### src/rtl/redmule_pkg.sv
// Shared MX definitions: element formats, format-to-width mapping and exponent width.
package redmule_pkg;

  localparam int unsigned MX_EXP_W = 8;

  typedef enum logic [1:0] {
    MX_FP8 = 2'd0,
    MX_FP6 = 2'd1,
    MX_FP4 = 2'd2
  } mx_fmt_e;

  // The reserved encoding 2'd3 behaves as FP8.
  function automatic mx_fmt_e mx_fmt_decode(input logic [1:0] raw);
    case (raw)
      2'd1:    return MX_FP6;
      2'd2:    return MX_FP4;
      default: return MX_FP8;
    endcase
  endfunction

  function automatic int unsigned mx_fmt_width(input mx_fmt_e fmt);
    case (fmt)
      MX_FP6:  return 6;
      MX_FP4:  return 4;
      default: return 8;
    endcase
  endfunction

endpackage

### src/rtl/redmule_mx_lane_compactor.sv
// Squeezes byte-spaced MX lanes down to the element width so lane k sits at bits [kW+W-1:kW].
module redmule_mx_lane_compactor
  import redmule_pkg::*;
#(
  parameter int unsigned NUM_LANES = 32
) (
  input  mx_fmt_e                    fmt_i,
  input  logic [NUM_LANES*8-1:0]     data_i,
  output logic [NUM_LANES*8-1:0]     data_o
);

  logic [NUM_LANES*8-1:0] fp8_data;
  logic [NUM_LANES*6-1:0] fp6_data;
  logic [NUM_LANES*4-1:0] fp4_data;

  for (genvar gi = 0; gi < NUM_LANES; gi++) begin : gen_lane
    assign fp8_data[gi*8 +: 8] = data_i[gi*8 +: 8];
    assign fp6_data[gi*6 +: 6] = data_i[gi*8 +: 6];
    assign fp4_data[gi*4 +: 4] = data_i[gi*8 +: 4];
  end

  // Bits above the compacted block stay zero so the packer can OR blocks together.
  always_comb begin
    data_o = '0;
    case (fmt_i)
      MX_FP6:  data_o[NUM_LANES*6-1:0] = fp6_data;
      MX_FP4:  data_o[NUM_LANES*4-1:0] = fp4_data;
      default: data_o = fp8_data;
    endcase
  end

endmodule

### src/rtl/redmule_mx_beat_packer.sv
// MX output stage: packs compacted blocks into dense value beats and groups shared exponents.
module redmule_mx_beat_packer
  import redmule_pkg::*;
#(
  parameter int unsigned DATAW_ALIGN = 512,
  parameter int unsigned NUM_LANES   = 32,
  parameter int unsigned EXP_GROUP   = 4
) (
  input  logic                       clk_i,
  input  logic                       rst_ni,
  input  logic                       clear_i,
  input  logic [1:0]                 fmt_i,
  input  logic                       blk_valid_i,
  output logic                       blk_ready_o,
  input  logic [NUM_LANES*8-1:0]     blk_data_i,
  input  logic [MX_EXP_W-1:0]        blk_exp_i,
  input  logic                       blk_last_i,
  output logic                       z_valid_o,
  input  logic                       z_ready_i,
  output logic [DATAW_ALIGN-1:0]     z_data_o,
  output logic [DATAW_ALIGN/8-1:0]   z_strb_o,
  output logic                       exp_valid_o,
  input  logic                       exp_ready_i,
  output logic [DATAW_ALIGN-1:0]     exp_data_o,
  output logic [DATAW_ALIGN/8-1:0]   exp_strb_o,
  output logic                       busy_o
);

  localparam int unsigned STRBW = DATAW_ALIGN / 8;
  localparam int unsigned CW    = $clog2(2 * DATAW_ALIGN);
  localparam int unsigned EW    = $clog2(EXP_GROUP + 1);
  localparam int unsigned EGW   = EXP_GROUP * MX_EXP_W;
  localparam int unsigned BLKW  = NUM_LANES * 8;

  localparam logic [CW-1:0] BEAT_BITS = CW'(DATAW_ALIGN);

  localparam logic [0:0] ST_RUN   = 1'b0;
  localparam logic [0:0] ST_FLUSH = 1'b1;

  function automatic logic [STRBW-1:0] bytes_mask(input logic [CW-1:0] nbytes);
    logic [STRBW-1:0] m;
    m = '0;
    for (int unsigned b = 0; b < STRBW; b++) m[b] = (CW'(b) < nbytes);
    return m;
  endfunction

  logic [0:0]             state_q;
  mx_fmt_e                fmt_q;
  logic [DATAW_ALIGN-1:0] acc_q;
  logic [CW-1:0]          fill_q;
  logic [EW-1:0]          ecnt_q;
  logic [EGW-1:0]         exp_buf_q;

  logic                   z_valid_q;
  logic [DATAW_ALIGN-1:0] z_data_q;
  logic [STRBW-1:0]       z_strb_q;
  logic                   exp_valid_q;
  logic [DATAW_ALIGN-1:0] exp_data_q;
  logic [STRBW-1:0]       exp_strb_q;

  logic                     tile_idle;
  mx_fmt_e                  fmt_eff;
  logic [CW-1:0]            blk_bits;
  logic [BLKW-1:0]          compact;
  logic [2*DATAW_ALIGN-1:0] compact_wide;
  logic [2*DATAW_ALIGN-1:0] combined;
  logic [CW-1:0]            sum;
  logic [CW-1:0]            resid;
  logic                     beat_full;
  logic                     z_need;
  logic                     z_free;
  logic [EW-1:0]            ecnt_inc;
  logic                     exp_full;
  logic                     exp_need;
  logic                     exp_free;
  logic                     accept;
  logic [EGW-1:0]           exp_buf_next;
  logic [DATAW_ALIGN-1:0]   exp_beat;

  // The format may only change at a tile boundary, where nothing is buffered.
  assign tile_idle = (fill_q == '0) && (ecnt_q == '0);
  assign fmt_eff   = tile_idle ? mx_fmt_decode(fmt_i) : fmt_q;
  assign blk_bits  = CW'(NUM_LANES * mx_fmt_width(fmt_eff));

  redmule_mx_lane_compactor #(
    .NUM_LANES (NUM_LANES)
  ) i_compactor (
    .fmt_i  (fmt_eff),
    .data_i (blk_data_i),
    .data_o (compact)
  );

  assign compact_wide = {{(2*DATAW_ALIGN-BLKW){1'b0}}, compact};
  assign combined     = {{DATAW_ALIGN{1'b0}}, acc_q} | (compact_wide << fill_q);
  assign sum          = fill_q + blk_bits;
  assign beat_full    = (sum >= BEAT_BITS);
  assign resid        = beat_full ? (sum - BEAT_BITS) : sum;

  assign ecnt_inc = ecnt_q + EW'(1);
  assign exp_full = (ecnt_inc == EW'(EXP_GROUP));

  // Every last block emits something on both streams, so it always needs both slots.
  assign z_need   = beat_full || blk_last_i;
  assign exp_need = exp_full || blk_last_i;
  assign z_free   = !z_valid_q || z_ready_i;
  assign exp_free = !exp_valid_q || exp_ready_i;

  assign blk_ready_o = (state_q == ST_RUN) && (!z_need || z_free) && (!exp_need || exp_free);
  assign accept      = blk_valid_i && blk_ready_o;

  for (genvar gi = 0; gi < EXP_GROUP; gi++) begin : gen_exp_slot
    assign exp_buf_next[gi*MX_EXP_W +: MX_EXP_W] =
      (ecnt_q == EW'(gi)) ? blk_exp_i : exp_buf_q[gi*MX_EXP_W +: MX_EXP_W];
  end

  always_comb begin
    exp_beat = '0;
    exp_beat[EGW-1:0] = exp_buf_next;
  end

  always_ff @(posedge clk_i or negedge rst_ni) begin
    if (!rst_ni) begin
      state_q     <= ST_RUN;
      fmt_q       <= MX_FP8;
      acc_q       <= '0;
      fill_q      <= '0;
      ecnt_q      <= '0;
      exp_buf_q   <= '0;
      z_valid_q   <= 1'b0;
      z_data_q    <= '0;
      z_strb_q    <= '0;
      exp_valid_q <= 1'b0;
      exp_data_q  <= '0;
      exp_strb_q  <= '0;
    end else if (clear_i) begin
      state_q     <= ST_RUN;
      fmt_q       <= MX_FP8;
      acc_q       <= '0;
      fill_q      <= '0;
      ecnt_q      <= '0;
      exp_buf_q   <= '0;
      z_valid_q   <= 1'b0;
      z_data_q    <= '0;
      z_strb_q    <= '0;
      exp_valid_q <= 1'b0;
      exp_data_q  <= '0;
      exp_strb_q  <= '0;
    end else begin
      if (z_valid_q && z_ready_i)     z_valid_q   <= 1'b0;
      if (exp_valid_q && exp_ready_i) exp_valid_q <= 1'b0;

      // Residual of a tile whose last block also completed a full beat.
      if (state_q == ST_FLUSH && z_free) begin
        z_data_q  <= acc_q;
        z_strb_q  <= bytes_mask((fill_q + CW'(7)) >> 3);
        z_valid_q <= 1'b1;
        acc_q     <= '0;
        fill_q    <= '0;
        state_q   <= ST_RUN;
      end

      if (accept) begin
        fmt_q <= fmt_eff;

        if (beat_full) begin
          z_data_q  <= combined[DATAW_ALIGN-1:0];
          z_strb_q  <= '1;
          z_valid_q <= 1'b1;
          acc_q     <= combined[2*DATAW_ALIGN-1:DATAW_ALIGN];
          fill_q    <= resid;
          if (blk_last_i && resid != '0) state_q <= ST_FLUSH;
        end else if (blk_last_i) begin
          z_data_q  <= combined[DATAW_ALIGN-1:0];
          z_strb_q  <= bytes_mask((sum + CW'(7)) >> 3);
          z_valid_q <= 1'b1;
          acc_q     <= '0;
          fill_q    <= '0;
        end else begin
          acc_q  <= combined[DATAW_ALIGN-1:0];
          fill_q <= sum;
        end

        if (exp_need) begin
          exp_data_q  <= exp_beat;
          exp_strb_q  <= bytes_mask(CW'(ecnt_inc));
          exp_valid_q <= 1'b1;
          exp_buf_q   <= '0;
          ecnt_q      <= '0;
        end else begin
          exp_buf_q <= exp_buf_next;
          ecnt_q    <= ecnt_inc;
        end
      end
    end
  end

  assign z_valid_o   = z_valid_q;
  assign z_data_o    = z_data_q;
  assign z_strb_o    = z_strb_q;
  assign exp_valid_o = exp_valid_q;
  assign exp_data_o  = exp_data_q;
  assign exp_strb_o  = exp_strb_q;

  assign busy_o = (fill_q != '0) || (ecnt_q != '0) || z_valid_q || exp_valid_q ||
                  (state_q == ST_FLUSH);

endmodule

### config.mk
export PLATFORM = sky130hd
export DESIGN_NAME = redmule_mx_beat_packer
export DESIGN_NICKNAME = d
export VERILOG_FILES = /design/src/rtl/redmule_pkg.sv /design/src/rtl/redmule_mx_lane_compactor.sv /design/src/rtl/redmule_mx_beat_packer.sv
export SDC_FILE = /design/constraint.sdc
export NUM_CORES = 2
export LEC_CHECK = 0
export CAP_MARGIN = 20
export CORE_AREA = 2 2 550 552
export CTS_BUF_LIST = sky130_fd_sc_hd__clkbuf_4 sky130_fd_sc_hd__clkbuf_8
export CTS_CLUSTER_DIAMETER = 120
export CTS_CLUSTER_SIZE = 10
export DETAILED_ROUTE_END_ITERATION = 10
export DIE_AREA = 0 0 552 554
export HOLD_SLACK_MARGIN = 0.06
export PLACE_DENSITY = 0.45
export RECOVER_POWER = 25
export SYNTH_ARGS = -nofsm -noshare
export SYNTH_HDL_FRONTEND = slang
export SYNTH_HIERARCHICAL = 1
export SYNTH_SLANG_ARGS = --single-unit
### constraint.sdc
create_clock -name clk_i -period 3.82 [get_ports clk_i]
set_input_delay 0.382 -clock clk_i [delete_from_list [all_inputs] [get_ports clk_i]]
set_output_delay 0.382 -clock clk_i [all_outputs]
set_load 0.02 [all_outputs]
==> key figures <==
Global route
  – Initial antenna violation count: 43
  – Total track usage: 30.78%
  – Vias in the first global route: 71.73k
  – Largest net degree at the start of global routing: 170
  – Global-route wire length before repair: 652.6 mm
  – Total grt overflow: 0

STA
  – Rel. slew slack: -38.61%
  – Final period util: 111.8%
  – Final hold viol count: 0
  – RSZ-0062 raised after global routing: true
  – Setup TNS: -256.03 ns
  – Fmax: around 0.23 GHz
  – Slew Limit Fails: between 50 and 60
  – Final setup fails: 1069
  – Post-route setup slack: -0.4498 ns
  – Min Tclk post-route: 4.270 ns
  – Slew @ Worst Pin: 2.079 ns
  – Skew final: 0.1165 ns

Synth
  – Synth Warn #: 6
  – Mapped Cells: 7591
  – Seq/Total Area, Yosys: a little over two fifths
  – Syn Std Cell Area: 70030 sq um
  – Post-synth ARST share: 100.0%
  – Main synth FF type: dfrtp_1
  – Synth cell types: 81
  – Syn Area/Cell: 9.225 sq um
  – Post-synth EDFFs: 0
  – Synth Register Bits: approximately 1.2k

Min path
  – Hold Crit Start: exp_ready_i
  – Min-delay worst type: in -> reg

Placed design
  – GPL Wtd Cong: ~1.0
  – Final HPWL DP: 373.8 mm
  – DP Area: ~92000 sq um
  – IO Port Bufs: 891

Worst setup path
  – CP Capture Type: register
  – CP required: roughly 4.7 ns
  – Reg2Reg Setup Slack: -0.45 ns
  – Crit start category: register
  – Worst setup path start: fill_q[6]
  – Max Fanout on Critical Path: 6
  – Reg-to-Reg Start: fill_q[6]
  – Worst EP arrival: 5.11 ns
  – Critical path class: reg -> reg

Clocking
  – Sink Count: approximately 1.2k
  – CTS tree: yes
  – H-Tree Level Count: 4
  – Later-pin clock latency in the skew report: between 1 and 1.5 ns
  – TritonCTS Buffers: 143
  – Clk pin slew, worst setup/hold paths: roughly 0.090 ns
  – Root Buffer: clkbuf_8
  – Clock Path Buffers: 4

Detailed routing
  – Vias: approximately 75k
  – Drt first pass iters: 6
  – Drt wl/cell: around 37 um
  – DRC: 0
  – Routed vias/inst: between 5 and 6
  – Total routed wirelength: 504.2 mm
  – Initial drt markers: 9049
  – Post-DRT Antenna Nets: 0

Pwr
  – Internal power: ~26 mW
  – Comb power frac: 50.4%
  – Max VDD drop: 267.4 uV
  – Power Density: 455.4 nW/um^2
  – NetSw: 20.72 mW
  – Clk pwr share: 19.0%
  – Sequential Power Share: 30.6%
  – Pleak: 43.25 nW
  – Switching Share: 44.17%

Run status
  – Failing checks: max-capacitance violations, max-slew violations, negative setup slack
  – Outcome: finished, violations left

Layout
  – Nets@finish: 9830
  – Final core utilization: 34.42%
  – Area Overhead vs Synth: 47.08%
  – Register area: 29320 sq um
  – Most frequent cells in the layout: dfrtp_1 (1167), buf_4 (1156), clkdlybuf4s50_1 (887), nor2_1 (698), conb_1 (537)
  – Area of the multi-input gates: 39140 sq um
  – Most common cell after layout, fill and taps aside: dfrtp_1
  – Share of cells above drive strength 1: 27.56%
  – FILL cells: 30.51k
  – Final instance area: 103000 sq um

Floorplan
  – Core Area: 299300 sq um
  – Die ar.: around 300000 sq um
  – Die Width: 552 um
  – Ports: 1429
  – Initial Util: a little under a quarter
  – Height of the die: roughly 550 um
  – Rows: 201

Flow run
  – Max_cap viols: 2
## through the flow
stage	hold WS (ns)	power, mW	std cells	setup slack, ns
after detailed placement	0.4695	34.48	13105	-1.372
final	0.2128	46.91	13547	-0.4498
after CTS	0.1260	44.49	13355	-0.5525
after global placement	0.4605	34.45	13105	-1.349
after floorplan	0.08641	22.27	8127	0.008178
after global routing	0.2197	48.07	13533	-0.5690
## synth_stat cells, drive strengths merged, types with 50 or more instances
| master | n | area, sq um |
|---|---|---|
| dfrtp | 1171 | 29300 |
| buf | 887 | 5881 |
| nor2 | 752 | 2828 |
| nand2 | 554 | 2079 |
| a21oi | 516 | 2598 |
| clkbuf | 421 | 1585 |
| o21ai | 391 | 1957 |
| o2bb2ai | 391 | 3425 |
| mux2i | 260 | 2603 |
| a22o | 254 | 2225 |
| a22oi | 236 | 1772 |
| nor3 | 231 | 1176 |
| a211oi | 203 | 1529 |
| o32ai | 184 | 1634 |
| mux2 | 144 | 1622 |
| o22ai | 144 | 900.9 |
| and2 | 122 | 763.2 |
| a32oi | 78 | 683.2 |
| a221o | 72 | 720.7 |
| o221a | 59 | 664.4 |
| nand2b | 57 | 356.6 |
| a311oi | 50 | 437.9 |
## state kept, by name (all words and copies together) (netlist names)
signal       flops
exp_data_o      32
exp_strb_o       7
z_data_o       512
fmt_q            2
fill_q           4
exp_valid_o      1
z_strb_o        64
z_valid_o        1
exp_buf_q       32
acc_q          512
ecnt_q           3
state_q          1
## worst paths after layout
| check | depth (start not counted) | end |
|---|---|---|
| min in group asynchronous | 3 | acc_q[360] |
| worst max-delay path | 21 | z_data_o[511] |
| worst max register to register | 21 | z_data_o[511] |
| worst min register to register | 1 | exp_buf_q[24] |
| worst min-delay path | 4 | exp_valid_o |
| max in group asynchronous | 5 | exp_data_o[25] |
## final cells by class
cell class              instances  area share, %
multi-input cells            5633          38.00
flip-flops and latches       1171          28.46
repair buffers               2582          26.48
well taps                    3958          4.808
clock buffers                 146          1.939
clock inverters                21         0.1603
inverters                      15        0.09110
diodes                         21        0.05102
## power by group through the flow
stage	logic [mW]	clock network (mW)	registers [mW]
6_report	23.6	8.93	14.3
5_1_grt	24.1	9.53	14.4
4_1_cts	21.1	9.14	14.3
3_5_place_dp	20.0	0	14.5
3_3_place_gp	19.9	0	14.5
2_1_floorplan	7.30	0	15.0
## logic make-up (layout without fill, tap and decap cells)
| kind of cell | after synthesis | after routing | synth area share, % |
|---|---|---|---|
| AO/OA/AOI/OAI | 2780 | 2780 | 28.92 |
| XOR/XNOR | 4 | 4 | 0.05004 |
| adder cells (fa/ha/maj) | 11 | 11 | 0.2073 |
| buffers and inverters | 1323 | 2764 | 10.74 |
| flip-flops | 1171 | 1171 | 41.84 |
| multiplexers | 404 | 404 | 6.032 |
| other | 1 | 558 | 0.005355 |
| AND/OR/NAND/NOR | 1897 | 1897 | 12.20 |
## critical path, stage by stage, from the launching register on
cell and delay (ns):
dfrtp_4 0.50, nor4_4 0.39, nand2_4 0.15, buf_6 0.15
a21oi_4 0.19, buf_12 0.16, clkinv_8 0.07, buf_6 0.12
ha_4 0.17, buf_12 0.13, clkbuf_16 0.16, clkbuf_16 0.17
a22oi_1 0.17, o21ai_1 0.08, buf_4 0.18, buf_6 0.15
mux2_4 0.32, mux2i_4 0.34, buf_6 0.18, nor2_1 0.04
o32ai_1 0.24, nor3_1 0.08
## layer usage
layer	GRT usage (%)	routed length (um)
met1	36.60	188500
met2	47.46	219700
met3	9.654	53160
met4	20.79	42740
met5	0	82
## what timing repair did
action                                 4_1_cts  5_1_grt
hold buffers                                 5        0
cloned                                      27       66
setup endpoints to repair                 1168     1149
gates resized for setup                    328      810
buffers inserted                            51      136
pin swaps                                   41      207
endpoints found under the hold margin      294        0
No activity file was read; power rests on OpenSTA's default activity.
